$ cat config.mk
export PLATFORM = sky130hd
export DESIGN_NAME = nubus_host_bridge
export DESIGN_NICKNAME = d
export VERILOG_FILES = /design/src/rtl/nubus_host_bridge.sv
export SDC_FILE = /design/constraint.sdc
export NUM_CORES = 1
export LEC_CHECK = 0
export CAP_MARGIN = 20
export CORE_ASPECT_RATIO = 0.7
export CORE_MARGIN = 5
export CORE_UTILIZATION = 39
export DETAILED_ROUTE_END_ITERATION = 10
export PLACE_DENSITY = 0.76
export SYNTH_ARGS = -nofsm -noshare
export SYNTH_HDL_FRONTEND = slang
export SYNTH_SLANG_ARGS = --single-unit
$ cat constraint.sdc
create_clock -name clk -period 1.66 [get_ports clk]
set_clock_uncertainty 0.15 [all_clocks]
set_input_delay 0.332 -clock clk [delete_from_list [all_inputs] [get_ports clk]]
set_output_delay 0.332 -clock clk [all_outputs]
set_load 0.005 [all_outputs]
$ cat src/rtl/nubus_host_bridge.sv
// nubus_host_bridge: host-side NuBus initiator for one expansion slot.
// Turns CPU cycles in the slot window into single slot transactions, serves the
// bridge control register and forwards the card's interrupt to the CPU.
module nubus_host_bridge #(
  parameter logic [3:0] SLOT_ID = 4'h9,
  parameter int         TIMEOUT = 4096
) (
  input  logic        clk,
  input  logic        reset,
  input  logic        cpu_req,
  input  logic        cpu_sel,
  input  logic        cpu_ctl_sel,
  input  logic [23:0] cpu_addr,
  input  logic [15:0] cpu_din,
  input  logic [1:0]  cpu_ds,
  input  logic        cpu_rw_n,
  output logic [15:0] cpu_dout,
  output logic        cpu_dtack_n,
  output logic        cpu_berr_n,
  output logic        cpu_irq_n,
  output logic [31:0] slot_addr,
  output logic [15:0] slot_data_out,
  input  logic [15:0] slot_data_in,
  output logic [1:0]  slot_uds_lds,
  output logic        slot_rw_n,
  output logic        slot_select,
  input  logic        slot_ack_n,
  input  logic        slot_nmrq_n
);

  localparam int CW = (TIMEOUT > 2) ? $clog2(TIMEOUT) : 1;
  localparam logic [CW-1:0] CNT_LAST = CW'(TIMEOUT - 1);

  typedef enum logic [1:0] {IDLE, WAIT_ACK, RELEASE} state_t;

  state_t        state_q, state_d;
  logic [CW-1:0] cnt_q, cnt_d;
  logic [1:0]    bank_q, bank_d;
  logic          irq_en_q, irq_en_d;
  logic          tflag_q, tflag_d;
  logic [31:0]   slot_addr_q, slot_addr_d;
  logic [15:0]   slot_data_q, slot_data_d;
  logic [1:0]    slot_ds_q, slot_ds_d;
  logic          slot_rw_q, slot_rw_d;
  logic          slot_sel_q, slot_sel_d;
  logic [15:0]   dout_q, dout_d;
  logic          dtack_q, dtack_d;
  logic          berr_q, berr_d;
  logic          irq_q, irq_d;
  logic [15:0]   ctl_val;

  // Address bits outside the 4 MB slot window and the byte bit are not forwarded.
  logic unused_addr_bits;
  assign unused_addr_bits = ^{cpu_addr[23:22], cpu_addr[0]};

  assign ctl_val = {tflag_q, 7'b0, irq_en_q, 5'b0, bank_q};

  // Next-state and output logic for the transaction FSM and the control register.
  always_comb begin
    state_d     = state_q;
    cnt_d       = cnt_q;
    bank_d      = bank_q;
    irq_en_d    = irq_en_q;
    tflag_d     = tflag_q;
    slot_addr_d = slot_addr_q;
    slot_data_d = slot_data_q;
    slot_ds_d   = slot_ds_q;
    slot_rw_d   = slot_rw_q;
    slot_sel_d  = slot_sel_q;
    dout_d      = dout_q;
    dtack_d     = dtack_q;
    berr_d      = berr_q;
    irq_d       = ~(~slot_nmrq_n & irq_en_q);
    case (state_q)
      IDLE: begin
        if (cpu_req && cpu_sel) begin
          slot_addr_d = {4'hF, SLOT_ID, bank_q, cpu_addr[21:1], 1'b0};
          slot_data_d = cpu_din;
          slot_ds_d   = cpu_ds;
          slot_rw_d   = cpu_rw_n;
          slot_sel_d  = 1'b1;
          cnt_d       = '0;
          state_d     = WAIT_ACK;
        end else if (cpu_req && cpu_ctl_sel) begin
          // Writes return the pre-write register contents.
          dout_d  = ctl_val;
          dtack_d = 1'b0;
          if (!cpu_rw_n) begin
            if (cpu_ds[1] && cpu_din[15]) tflag_d = 1'b0;
            if (cpu_ds[0]) begin
              bank_d   = cpu_din[1:0];
              irq_en_d = cpu_din[7];
            end
          end
          state_d = RELEASE;
        end
      end
      WAIT_ACK: begin
        // An ack on the timeout edge still completes normally.
        if (!slot_ack_n) begin
          if (slot_rw_q) dout_d = slot_data_in;
          slot_sel_d = 1'b0;
          dtack_d    = 1'b0;
          state_d    = RELEASE;
        end else if (cnt_q == CNT_LAST) begin
          slot_sel_d = 1'b0;
          berr_d     = 1'b0;
          dout_d     = 16'hFFFF;
          tflag_d    = 1'b1;
          state_d    = RELEASE;
        end else begin
          cnt_d = cnt_q + CW'(1);
        end
      end
      RELEASE: begin
        // Wait for both the card and the CPU to let go before reopening.
        if (slot_ack_n && !cpu_req) begin
          dtack_d = 1'b1;
          berr_d  = 1'b1;
          state_d = IDLE;
        end
      end
      default: state_d = IDLE;
    endcase
  end

  // State and output registers with synchronous reset.
  always_ff @(posedge clk) begin
    if (reset) begin
      state_q     <= IDLE;
      cnt_q       <= '0;
      bank_q      <= 2'b00;
      irq_en_q    <= 1'b0;
      tflag_q     <= 1'b0;
      slot_addr_q <= 32'h0;
      slot_data_q <= 16'h0;
      slot_ds_q   <= 2'b00;
      slot_rw_q   <= 1'b1;
      slot_sel_q  <= 1'b0;
      dout_q      <= 16'h0;
      dtack_q     <= 1'b1;
      berr_q      <= 1'b1;
      irq_q       <= 1'b1;
    end else begin
      state_q     <= state_d;
      cnt_q       <= cnt_d;
      bank_q      <= bank_d;
      irq_en_q    <= irq_en_d;
      tflag_q     <= tflag_d;
      slot_addr_q <= slot_addr_d;
      slot_data_q <= slot_data_d;
      slot_ds_q   <= slot_ds_d;
      slot_rw_q   <= slot_rw_d;
      slot_sel_q  <= slot_sel_d;
      dout_q      <= dout_d;
      dtack_q     <= dtack_d;
      berr_q      <= berr_d;
      irq_q       <= irq_d;
    end
  end

  assign cpu_dout      = dout_q;
  assign cpu_dtack_n   = dtack_q;
  assign cpu_berr_n    = berr_q;
  assign cpu_irq_n     = irq_q;
  assign slot_addr     = slot_addr_q;
  assign slot_data_out = slot_data_q;
  assign slot_uds_lds  = slot_ds_q;
  assign slot_rw_n     = slot_rw_q;
  assign slot_select   = slot_sel_q;

endmodule

==> qor.yml <==
status:
  status: "complete, but fails checks"
  violations: "negative setup slack"
setup_path:
  rr_startpoint: "cnt_q[0]"
  slowest_stage: "dfxtp_2"
  arrival_ns: 1.82
  critPathKind: "reg -> reg"
  cp_slowest_stage_delay_ns: 0.36
  path_max_fanout: 4
  cp_cell_sequence: "ha_4 -> nand4_1 -> buf_4 -> o31a_1 -> o31ai_1 -> a21oi_1"
  crit_path_start: "cnt_q[0]"
  crit_required_ns: 1.73
  worstSetupEndpointType: "flip-flop"
  critPathLaunchType: "flip-flop"
timing:
  fmax_mhz: 574
  period_needed_ns: 1.74
  rsz0062_at_grt: "yes"
  final-hold-violation-count: 0
  finalMaxSlewViolations: 0
  fin_ws_ns: -0.0832
  fin_crit_sh: 1.05
  setup_viol: 27
cells_and_area:
  drive_gt1_frac: 0.202
  fin_nets: 639
  final_cell_mix: "nand2_1 (93), dfxtp_1 (73), dlygate4sd2_1 (64)"
  diodes: 0
  nFillCells: 741
  stdcell_area_sq_um: 5570
  syn_to_final_growth_pct: 60.9
  final_common_cell: "nand2_1"
  register_area_sq_um: 1630
  multi_input_area_sq_um: 1860
global_route:
  grt_max_degree: 32
  grt.total_usage: 0.202
  grt_pass1_wl_mm: 17.2
  grt_pass1_vias: 3428
  grt_overflow: 0
  antenna_found_initial: 0
placed_design:
  place_area_sq_um: 5020
  hpwl_mm: 7.42
  port_buffers: 130
  gp_congestion: 0.831
  pre_cts_slack_ns: -0.474
floorplan:
  ioPinCount: 137
  die_area_sq_um: 10900
  die_w_microns: 123
  core_area_sq_um: 8550
  row_count: 28
  start_util: 0.405
  die_h_microns: 88.8
clocking:
  cts.sinks: 81
  cts_htree_levels: 3
  cts_root_buffer: "clkbuf_16"
  clockBufferDepth: 2
  cts_tree: "done"
  hold_buffers: 0
  insertion_delay_ns: 0.34
  cts_inserted_buffers: 9
  clk_pin_slew_ns: 0.06
pwr:
  powerDensity_nw_per_um2: 812
  leakage_nw: 2.42
  swShare: 0.240
  power_frac_comb: 0.143
  pwr-share-clk: 0.404
  ir_worst_vdd_mv: 0.817
  sequentialPowerShare: 0.453
  power_switching_w: 0.00109
  internal_power_w: 0.00344
synthesis:
  syn_area_sq_um: 3460
  avgSynthCellArea_sq_um: 8.33
  synth_ff_type: "dfxtp_1"
  ys_types: 44
  async_reset_ff_frac: 0
  synth_seq_area_share: 0.468
  synth-edff-count: 0
  ys_ff_latch: 81
  ys_warn_count: 0
  syn_inst: 416
routing:
  vias_per_cell: 5.11
  vias: 3551
  first_pass_iters: 4
  drt-initial-drc-count: 223
  drt_wl_total_mm: 11.0
  remaining_drc_errors: 0
  wl_per_cell_microns: 15.8
  ant_nets: 0
worst_hold_path:
  min_from: "irq_en_q"
  hold_path_class: "reg -> reg"
flow_run:
  drv_cap: 0
## cell type report
class                      count  share of cell area
inverter                       3             0.00202
timing repair buffer         181               0.296
tap                          120              0.0269
clock inverter                 3             0.00314
multi-input combinational    296               0.334
sequential                    81               0.293
clock buffer                  11              0.0453
## power groups by stage
stage	sequential, W	combinational (W)	clock [W]
final	0.00205	0.000646	0.00183
after global routing	0.00206	0.000708	0.00197
after CTS	0.00205	0.000606	0.00187
after detailed placement	0.00209	0.000626	0
after global placement	0.00209	0.000622	0
after floorplan	0.00210	0.000255	0
## per-stage QoR
stage                     utilization  hold slack, ns  TNS, ns  std cells  power (W)
after floorplan                     -           0.221        0        418    0.00235
after global placement          0.587           0.257   -21.70        669    0.00271
after detailed placement        0.587           0.263   -22.49        669    0.00272
after CTS                       0.625           0.283   -0.163        691    0.00453
after global routing            0.652           0.292    -3.02        695    0.00474
final                           0.652           0.275    -1.30        695    0.00453
## timing repair
action	4_1_cts	5_1_grt
buffers inserted	6	4
hold endpoints to repair	0	0
setup endpoints to repair	87	69
pin swaps	13	6
gates resized for setup	86	45
gates cloned	2	0
## worst max-delay path: cells and delay by family, from the launching register on
family	cells	cell delay, ns
adder cells (fa/ha/maj)	1	0.15
AO/OA/AOI/OAI	3	0.52
flip-flops	1	0.36
buffers and inverters	1	0.22
AND/OR/NAND/NOR	1	0.22
## metal layers
layer	wire, microns	up-vias	global-route usage
li1	-	1741	-
met2	4990	128	0.311
met1	4760	1671	0.254
met5	0	-	0
met4	99	0	0.0498
met3	1160	11	0.102
## cells by family (layout without fill, tap and decap cells)
kind of cell	Yosys count	in the layout	synth area share
adder cells (fa/ha/maj)	1	1	0.00361
flip-flops	81	81	0.468
multiplexers	9	9	0.0260
other	1	3	0.00108
buffers and inverters	42	198	0.0661
AO/OA/AOI/OAI	109	110	0.193
AND/OR/NAND/NOR	173	173	0.242
## registers in the layout, summed over array words and instances (netlist names)
name / cells
slot_addr: 24
slot_select: 1
cpu_irq_n: 1
slot_uds_lds: 2
cpu_dtack_n: 1
bank_q: 2
slot_data_out: 16
state_q: 2
cpu_dout: 16
slot_rw_n: 1
cnt_q: 12
irq_en_q: 1
tflag_q: 1
cpu_berr_n: 1
## cell usage after synthesis, types with 2 or more instances
cell type	n	area (sq um)
mux2i_1	9	90.1
buf_4	9	67.6
o22ai_1	12	75.1
a41o_1	2	20.0
a21oi_1	56	280
or3_1	3	18.8
dfxtp_1	81	1620
o31ai_1	8	60.1
inv_1	3	11.3
nor4_1	2	12.5
o21a_1	2	15.0
nor3b_1	3	22.5
a31o_2	2	17.5
nand3b_1	3	22.5
o21ai_0	4	20.0
buf_6	4	45.0
a21boi_0	12	90.1
nand2_1	93	349
and4_1	2	17.5
buf_2	6	30.0
nand2b_1	19	119
nand3_1	8	40.0
a211o_1	5	43.8
nor3_1	3	15.0
clkbuf_1	20	75.1
nor2_1	17	63.8
nand4_1	6	37.5
or4_1	6	45.0
## worst paths after layout
path | to | slack (ns) | depth (start not counted)
setup reg to reg | slot_select | -0.08 | 6
hold reg to reg | cpu_irq_n | 0.27 | 1
hold / removal | cpu_irq_n | 0.27 | 1
setup / recovery | slot_select | -0.08 | 6
No activity file was read; power rests on OpenSTA's default activity.
